File: config.mk
export PLATFORM = sky130hd
export DESIGN_NAME = led_matrix_scanner_flat
export DESIGN_NICKNAME = d
export VERILOG_FILES = /design/src/rtl/led_matrix_scanner_pkg.sv /design/src/rtl/led_matrix_scanner_if.sv /design/src/rtl/led_matrix_scanner_frame_buffer.sv /design/src/rtl/led_matrix_scanner.sv /design/src/flat_wrapper.sv
export SDC_FILE = /design/constraint.sdc
export NUM_CORES = 1
export LEC_CHECK = 0
export CAP_MARGIN = 10
export CELL_PAD_IN_SITES_DETAIL_PLACEMENT = 1
export CELL_PAD_IN_SITES_GLOBAL_PLACEMENT = 2
export CORE_ASPECT_RATIO = 0.6
export CORE_MARGIN = 2
export CORE_UTILIZATION = 45
export CTS_CLUSTER_DIAMETER = 50
export DETAILED_ROUTE_END_ITERATION = 12
export HOLD_SLACK_MARGIN = 0.08
export PLACE_DENSITY_LB_ADDON = 0.1
export SYNTH_ARGS = -nofsm -noshare
export SYNTH_HDL_FRONTEND = slang
export SYNTH_HIERARCHICAL = 1
export SYNTH_SLANG_ARGS = --single-unit
File: constraint.sdc
create_clock -name clk -period 2.55 [get_ports clk]
set_input_delay 0.255 -clock clk [delete_from_list [all_inputs] [get_ports clk]]
set_output_delay 0.255 -clock clk [all_outputs]
set_load 0.005 [all_outputs]
File: src/rtl/led_matrix_scanner_pkg.sv
// Shared types and constants for the multi-panel LED matrix scan engine.
// Holds the scan FSM encoding and the all-off row pattern.
package led_pkg;

    typedef enum logic [1:0] {
        S_IDLE  = 2'd0,
        S_BLANK = 2'd1,
        S_DRIVE = 2'd2
    } scan_state_t;

    localparam int ROW_MAX = 64;
    localparam logic [ROW_MAX-1:0] ROW_OFF = '1;

endpackage

File: src/rtl/led_matrix_scanner_if.sv
// Frame-store write port and bank-swap handshake of the LED scanner.
// The master writes columns and requests swaps; the scanner acknowledges.
interface led_matrix_scanner_if #(
    parameter int NUM_PANELS = 2,
    parameter int ROWS       = 8,
    parameter int COLS       = 8
);
    localparam int PW = (NUM_PANELS > 1) ? $clog2(NUM_PANELS) : 1;
    localparam int CW = (COLS > 1) ? $clog2(COLS) : 1;

    logic            wr_en;
    logic [PW-1:0]   wr_panel;
    logic [CW-1:0]   wr_col;
    logic [ROWS-1:0] wr_data;
    logic            swap_req;
    logic            swap_ack;

    modport master (
        output wr_en, wr_panel, wr_col, wr_data, swap_req,
        input  swap_ack
    );

    modport slave (
        input  wr_en, wr_panel, wr_col, wr_data, swap_req,
        output swap_ack
    );

endinterface

File: src/rtl/led_matrix_scanner_frame_buffer.sv
// Double-buffered pixel store: writes go to the back bank, reads come
// from the front bank, and a swap exchanges the two without copying.
module led_frame_buffer #(
    parameter int NUM_PANELS = 2,
    parameter int ROWS       = 8,
    parameter int COLS       = 8,
    localparam int PW = (NUM_PANELS > 1) ? $clog2(NUM_PANELS) : 1,
    localparam int CW = (COLS > 1) ? $clog2(COLS) : 1
) (
    input  logic            clk,
    input  logic            rst_n,
    input  logic            swap,
    input  logic            wr_en,
    input  logic [PW-1:0]   wr_panel,
    input  logic [CW-1:0]   wr_col,
    input  logic [ROWS-1:0] wr_data,
    input  logic [PW-1:0]   rd_panel,
    input  logic [CW-1:0]   rd_col,
    output logic [ROWS-1:0] rd_data
);

    logic            front_q, front_d;
    logic            wr_ok;
    logic [ROWS-1:0] mem_q [2][NUM_PANELS][COLS];
    logic [ROWS-1:0] mem_d [2][NUM_PANELS][COLS];

    // Write targets the pre-swap back bank, so a same-cycle swap shows it.
    always_comb begin
        wr_ok = wr_en
            && (int'(wr_panel) < NUM_PANELS)
            && (int'(wr_col) < COLS);
        mem_d = mem_q;
        if (wr_ok) begin
            mem_d[~front_q][wr_panel][wr_col] = wr_data;
        end
        front_d = front_q ^ swap;
    end

    always_ff @(posedge clk or negedge rst_n) begin
        if (!rst_n) begin
            front_q <= 1'b0;
            for (int b = 0; b < 2; b++) begin
                for (int p = 0; p < NUM_PANELS; p++) begin
                    for (int c = 0; c < COLS; c++) begin
                        mem_q[b][p][c] <= '0;
                    end
                end
            end
        end else begin
            front_q <= front_d;
            mem_q   <= mem_d;
        end
    end

    assign rd_data = mem_q[front_q][rd_panel][rd_col];

endmodule

File: src/rtl/led_matrix_scanner.sv
// Column-multiplexed scan engine for several LED panels on a shared row bus,
// with PWM brightness, anti-ghost blanking and double-buffered frames.
module led_matrix_scanner
    import led_pkg::*;
#(
    parameter int NUM_PANELS = 2,
    parameter int ROWS       = 8,
    parameter int COLS       = 8,
    parameter int SLOT_LOG2  = 14,
    parameter int BLANK_CYC  = 64,
    parameter int BRIGHT_W   = 4
) (
    input  logic                       clk,
    input  logic                       reset,
    input  logic                       enable,
    input  logic [BRIGHT_W-1:0]        brightness,
    led_matrix_scanner_if.slave        bus,
    output logic                       frame_start,
    output logic [ROWS-1:0]            row_n,
    output logic [NUM_PANELS*COLS-1:0] col
);

    localparam int PW   = (NUM_PANELS > 1) ? $clog2(NUM_PANELS) : 1;
    localparam int CW   = (COLS > 1) ? $clog2(COLS) : 1;
    localparam int NCOL = NUM_PANELS * COLS;

    localparam logic [SLOT_LOG2-1:0] CYC_LAST   = '1;
    localparam logic [SLOT_LOG2-1:0] BLANK_LAST = SLOT_LOG2'(BLANK_CYC - 1);
    localparam logic [PW-1:0]        PAN_LAST   = PW'(NUM_PANELS - 1);
    localparam logic [CW-1:0]        COL_LAST   = CW'(COLS - 1);

    scan_state_t          state_q, state_d;
    logic [SLOT_LOG2-1:0] cyc_q, cyc_d;
    logic [PW-1:0]        pan_q, pan_d;
    logic [CW-1:0]        cix_q, cix_d;
    logic                 pend_q, pend_d;
    logic                 ack_q, ack_d;
    logic                 fs_q, fs_d;
    logic [ROWS-1:0]      row_q, row_d;
    logic [NCOL-1:0]      col_q, col_d;

    logic                 slot_end, frame_end;
    logic                 want, swap, lit;
    logic [ROWS-1:0]      pix;

    led_frame_buffer #(
        .NUM_PANELS (NUM_PANELS),
        .ROWS       (ROWS),
        .COLS       (COLS)
    ) u_fb (
        .clk      (clk),
        .rst_n    (reset),
        .swap     (swap),
        .wr_en    (bus.wr_en),
        .wr_panel (bus.wr_panel),
        .wr_col   (bus.wr_col),
        .wr_data  (bus.wr_data),
        .rd_panel (pan_q),
        .rd_col   (cix_q),
        .rd_data  (pix)
    );

    always_comb begin
        state_d   = state_q;
        cyc_d     = cyc_q;
        pan_d     = pan_q;
        cix_d     = cix_q;
        slot_end  = (state_q == S_DRIVE) && (cyc_q == CYC_LAST);
        frame_end = slot_end && (pan_q == PAN_LAST) && (cix_q == COL_LAST);
        if (!enable) begin
            state_d = S_IDLE;
            cyc_d   = '0;
            pan_d   = '0;
            cix_d   = '0;
        end else begin
            unique case (state_q)
                S_IDLE: state_d = S_BLANK;
                S_BLANK: begin
                    cyc_d = cyc_q + 1'b1;
                    if (cyc_q == BLANK_LAST) state_d = S_DRIVE;
                end
                S_DRIVE: begin
                    cyc_d = cyc_q + 1'b1;
                    if (slot_end) begin
                        state_d = S_BLANK;
                        if (pan_q == PAN_LAST) begin
                            pan_d = '0;
                            cix_d = (cix_q == COL_LAST) ? '0 : cix_q + 1'b1;
                        end else begin
                            pan_d = pan_q + 1'b1;
                        end
                    end
                end
                default: state_d = S_IDLE;
            endcase
        end
    end

    // Requests merge into one pending swap, taken at frame end or when parked.
    always_comb begin
        want   = pend_q | bus.swap_req;
        swap   = want && ((state_q == S_IDLE) || frame_end);
        pend_d = want && !swap;
        ack_d  = swap;
    end

    always_comb begin
        lit = enable
            && (state_q == S_DRIVE)
            && (cyc_q[SLOT_LOG2-1 -: BRIGHT_W] < brightness);
        fs_d = enable
            && (state_q == S_BLANK)
            && (cyc_q == '0)
            && (pan_q == '0)
            && (cix_q == '0);
        row_d = lit ? ~pix : ROW_OFF[ROWS-1:0];
        col_d = lit ? (NCOL'(1) << (int'(pan_q) * COLS + int'(cix_q))) : '0;
    end

    always_ff @(posedge clk or negedge reset) begin
        if (!reset) begin
            state_q <= S_IDLE;
            cyc_q   <= '0;
            pan_q   <= '0;
            cix_q   <= '0;
            pend_q  <= 1'b0;
            ack_q   <= 1'b0;
            fs_q    <= 1'b0;
            row_q   <= ROW_OFF[ROWS-1:0];
            col_q   <= '0;
        end else begin
            state_q <= state_d;
            cyc_q   <= cyc_d;
            pan_q   <= pan_d;
            cix_q   <= cix_d;
            pend_q  <= pend_d;
            ack_q   <= ack_d;
            fs_q    <= fs_d;
            row_q   <= row_d;
            col_q   <= col_d;
        end
    end

    assign bus.swap_ack = ack_q;
    assign frame_start  = fs_q;
    assign row_n        = row_q;
    assign col          = col_q;

endmodule

File: src/flat_wrapper.sv
// flat-port wrapper written by rule: the top's interface ports become plain ports
module led_matrix_scanner_flat import led_pkg::*;
#(
    parameter int NUM_PANELS = 2,
    parameter int ROWS       = 8,
    parameter int COLS       = 8,
    parameter int SLOT_LOG2  = 14,
    parameter int BLANK_CYC  = 64,
    parameter int BRIGHT_W   = 4
)
  (clk, reset, enable, brightness, frame_start, row_n, col, bus_wr_en, bus_wr_panel, bus_wr_col, bus_wr_data, bus_swap_req, bus_swap_ack);
  led_matrix_scanner_if #(.NUM_PANELS(NUM_PANELS), .ROWS(ROWS), .COLS(COLS)) bus_i ();
  input  logic clk;
  input  logic reset;
  input  logic enable;
  input  logic [BRIGHT_W-1:0] brightness;
  output logic frame_start;
  output logic [ROWS-1:0] row_n;
  output logic [NUM_PANELS*COLS-1:0] col;
  input wire logic [$bits(bus_i.wr_en)-1:0] bus_wr_en;
  input wire logic [$bits(bus_i.wr_panel)-1:0] bus_wr_panel;
  input wire logic [$bits(bus_i.wr_col)-1:0] bus_wr_col;
  input wire logic [$bits(bus_i.wr_data)-1:0] bus_wr_data;
  input wire logic [$bits(bus_i.swap_req)-1:0] bus_swap_req;
  output wire logic [$bits(bus_i.swap_ack)-1:0] bus_swap_ack;
  assign bus_i.wr_en = bus_wr_en;
  assign bus_i.wr_panel = bus_wr_panel;
  assign bus_i.wr_col = bus_wr_col;
  assign bus_i.wr_data = bus_wr_data;
  assign bus_i.swap_req = bus_swap_req;
  assign bus_swap_ack = bus_i.swap_ack;
  led_matrix_scanner #(.NUM_PANELS(NUM_PANELS), .ROWS(ROWS), .COLS(COLS), .SLOT_LOG2(SLOT_LOG2), .BLANK_CYC(BLANK_CYC), .BRIGHT_W(BRIGHT_W)) u_core (.clk(clk), .reset(reset), .enable(enable), .brightness(brightness), .bus(bus_i), .frame_start(frame_start), .row_n(row_n), .col(col));
endmodule
==> summary.md <==
| Metric | Value |
|---|---|
| Status | `finished clean` |
| Worst flop-to-flop path startpoint | `u_core/pan_q$_DFFE_PN0P_` |
| Sequential cell area | `~7600 sq um` |
| RR Endpoint | `u_core/row_n[4]$_DFF_PN1_` |
| Clock slew at reported path FFs | `roughly 0.060 ns` |
| DR pass1 iterations | `4` |
| H-tree levels | `1` |
| Die height | `between 100 and 150 um` |
| Post-synthesis register bit count | `just over 300` |
| Crit. End Element | `flop` |
| Arr. time, crit path | `around 3.0 ns` |
| Top cells by area, synth | `dfrtp_1 (52%), mux2_2 (21%), mux4_2 (13%)` |
| Final WS setup | `about 0.060 ns` |
| Clk_lat worst skew | `between 0.5 and 0.6 ns` |
| Top Ports | `between 40 and 50` |
| First-pass GRT wire length | `~61,000 um` |
| CTS tree | `yes` |
| R2R cell count | `6` |
| Worst Max-Slew Pin Slew | `between 0.8 and 0.9 ns` |
| Drt total wl | `between 30,000 and 40,000 um` |
| Crit path to | `u_core/row_n[4]$_DFF_PN1_` |
| Hold Path Class | `in -> async` |
| Layout Nets | `approximately 1,000` |
| Max-slew violations | `0` |
| Static leakage | `7.27 nW` |
| Starting DRT DRC Count | `approximately 540` |
| Post-Place Worst Slack | `between 0.05 and 0.06 ns` |
| IO Port Bufs | `between 40 and 50` |
| Drt wl/cell | `~28 um` |
| Final hold vios | `0` |
| Max Clk Rate | `~0.40 GHz` |
| Layout area overhead | `17.3%` |
| Routed Antenna Nets | `0` |
| CP required | `approximately 3 ns` |
| DR vias/cell | `around 6` |
| CTS sink cnt | `around 300` |
| Antenna Cells | `0` |
| Max-Cap Viols | `0` |
| Most frequent cells in the layout | `dfrtp_1 (294), mux2_2 (264), mux4_2 (80)` |
| Area fraction of the dominant cell type after synthesis | `between 50% and 60%` |
| Row count | `50` |
| GRT met2 Usage | `a little under two fifths` |
| Post-synth EDFFs | `0` |
| Via count | `between 8,000 and 9,000` |
| Unique masters post-synth | `48` |
| M1 GR Usage | `a little under two fifths` |
| GPL Wtd Cong | `0.833` |
| DP Wirelength | `about 27,000 um` |
| Die width | `between 200 and 250 um` |
| Total gr overflow | `0` |
| Critical path startpoint category | `flop` |
| CTS Root Cell | `clkbuf_16` |
| Synth warnings | `6` |
| Area occupied by multi-input gates | `6130 sq um` |
| Most common cell after layout, fill and taps aside | `dfrtp_1` |
| Layer with the highest usage | `met2` |
| Final period util | `between 90 and 100%` |
| Max Clock Skew | `0.0141 ns` |
| Post-Syn Instances | `between 900 and 1,000` |
| Setup TNS | `0 ns` |
| Cell Pwr Density | `slightly above 1000 nW/um^2` |
| Critical path class | `reg -> reg` |
| Largest net degree at the start of global routing | `a little over 100` |
| Worst vdd ir | `approximately 0.63 mV` |
| CTS Buf Count | `31` |
| Area of the mapped netlist | `approximately 14,000 sq um` |
| Ys flop type | `dfrtp_1` |
| Flop2flop setup slack | `0.06 ns` |
| Total track usage | `25.2%` |
| Layout cells sized above 1 | `a little under half` |
| Placed cells | `1,391` |
| Sequential-to-total area share from yosys stat | `between 50% and 60%` |
| Initial Util | `a little under half` |
| Largest area contributor in the netlist | `dfrtp_1` |
| Syn Nets | `971` |
| Initial antenna violation count | `2` |
| Filler cells | `2,962` |
| Crit path launch | `u_core/pan_q$_DFFE_PN0P_` |
| Vias in the first global route | `9,486` |
| Post-synthesis async set-or-reset flop share | `100%` |
| M3 GR Usage | `approximately 7.0%` |
| Core Region | `just over 30,000 sq um` |
| DRC Markers | `0` |
| Die ar. | `32,900 sq um` |
| Slew margin rel. | `between 40% and 50%` |
| Crit-path max FO | `10` |
| Syn_area_per_cell | `around 15 sq um` |
| Fin crit period | `approximately 2.5 ns` |
| Endpoints failing setup | `0` |
| CTS Buffer Depth | `3` |
| Fin cells | `about 1,500` |
routing by layer:
| metal | wire [um] | up-vias |
|---|---|---|
| li1 | - | 3615 |
| met4 | 607 | 0 |
| met5 | 0 | - |
| met2 | 17600 | 184 |
| met1 | 19200 | 4641 |
| met3 | 2580 | 41 |
critical path: stages (launching register included):
cell and delay (ns):
dfrtp_4 0.52, buf_4 0.30, mux4_2 0.60, mux4_2 0.55, mux2_2 0.29, nand3_1 0.07
a21o_1 0.09
worst min path at each step:
stage               cells past startpoint    startpoint  slack (ns)                                  to
global route                            3  bus_swap_req        0.35             u_core/pend_q$_DFF_PN0_
detailed placement                      1         reset        0.38  u_core/u_fb/mem_q[144]$_DFFE_PN0P_
global placement                        1         reset        0.37  u_core/u_fb/mem_q[144]$_DFFE_PN0P_
floorplan                               0         reset       -0.04       u_core/bus.swap_ack$_DFF_PN0_
CTS                                     3  bus_swap_req        0.32             u_core/pend_q$_DFF_PN0_
finish                                  2         reset        0.31  u_core/u_fb/mem_q[152]$_DFFE_PN0P_
state kept, by name, summed over array words and instances, names as in the netlist:
signal               cells
u_core/row_n             8
u_core/u_fb/front_q      1
u_core/col              16
u_core/cix_q             3
u_core/bus.swap_ack      1
u_core/frame_start       1
u_core/pend_q            1
u_core/pan_q             1
u_core/state_q           2
u_core/cyc_q            14
u_core/u_fb/mem_q      256
metrics by stage:
stage                     power, W  hold slack [ns]  utilization [%]  instance area (sq um)
final                       0.0168            0.311             53.4                  16600
after global routing        0.0176            0.352             53.4                  16600
after global placement      0.0114            0.370             49.5                  15400
after floorplan             0.0102          -0.0406                -                  14100
after CTS                   0.0169            0.323             53.1                  16500
after detailed placement    0.0119            0.385             49.5                  15400
synth_stat cells (2+ instances only):
cell type / count
nor4bb_1: 2
clkbuf_1: 48
dfstp_2: 8
inv_1: 14
xnor2_1: 4
buf_4: 6
nand2b_1: 8
or3_1: 5
nor4_1: 7
nand4_1: 8
nor2_1: 16
mux2_2: 264
buf_2: 5
o21ai_0: 2
nand3_1: 20
a21oi_1: 15
a211oi_1: 2
ha_1: 14
nand3b_1: 2
nand2_1: 27
dlymetal6s2s_1: 2
and2_1: 12
mux2i_1: 6
nor3_1: 4
mux4_2: 80
nor2b_1: 13
dfrtp_1: 296
nand4b_1: 2
a21o_1: 10
buf_1: 6
xor2_1: 8
and3_1: 4
area by class of cell:
cell class	instances	share of cell area [%]
Clock buffer	39	5.11
Tap cell	416	3.14
Multi-Input combinational cell	549	37.0
Sequential cell	304	46.0
Timing Repair Buffer	114	6.74
Inverter	14	0.317
Clock inverter	18	1.59
power breakdown:
group / internal, W / switching (W) / leakage, nW
clock: 0.00297 / 0.00200 / 0.542
sequential: 0.00664 / 0.00102 / 3.90
combinational: 0.00248 / 0.00165 / 2.83
total: 0.0121 / 0.00467 / 7.27
timing repair:
item / CTS / global route
setup buffers: 0 / 4
setup endpoints to repair: 0 / 4
hold buffers: 1 / 0
gates resized for setup: 0 / 1
endpoints found under the hold margin: 85 / 0
kinds of logic (layout without fill, tap and decap cells):
family | Yosys count | in the layout | synth area share [%]
muxes | 350 | 350 | 34.2
DFF | 304 | 304 | 54.0
and+or+nand+nor | 139 | 139 | 5.66
buffers and inverters | 83 | 185 | 2.60
AOI/OAI and AO/OA | 34 | 34 | 1.55
adders and majority gates | 14 | 14 | 1.24
xor gates and xnor gates | 12 | 12 | 0.744
Power figures use the tool's default switching activity.
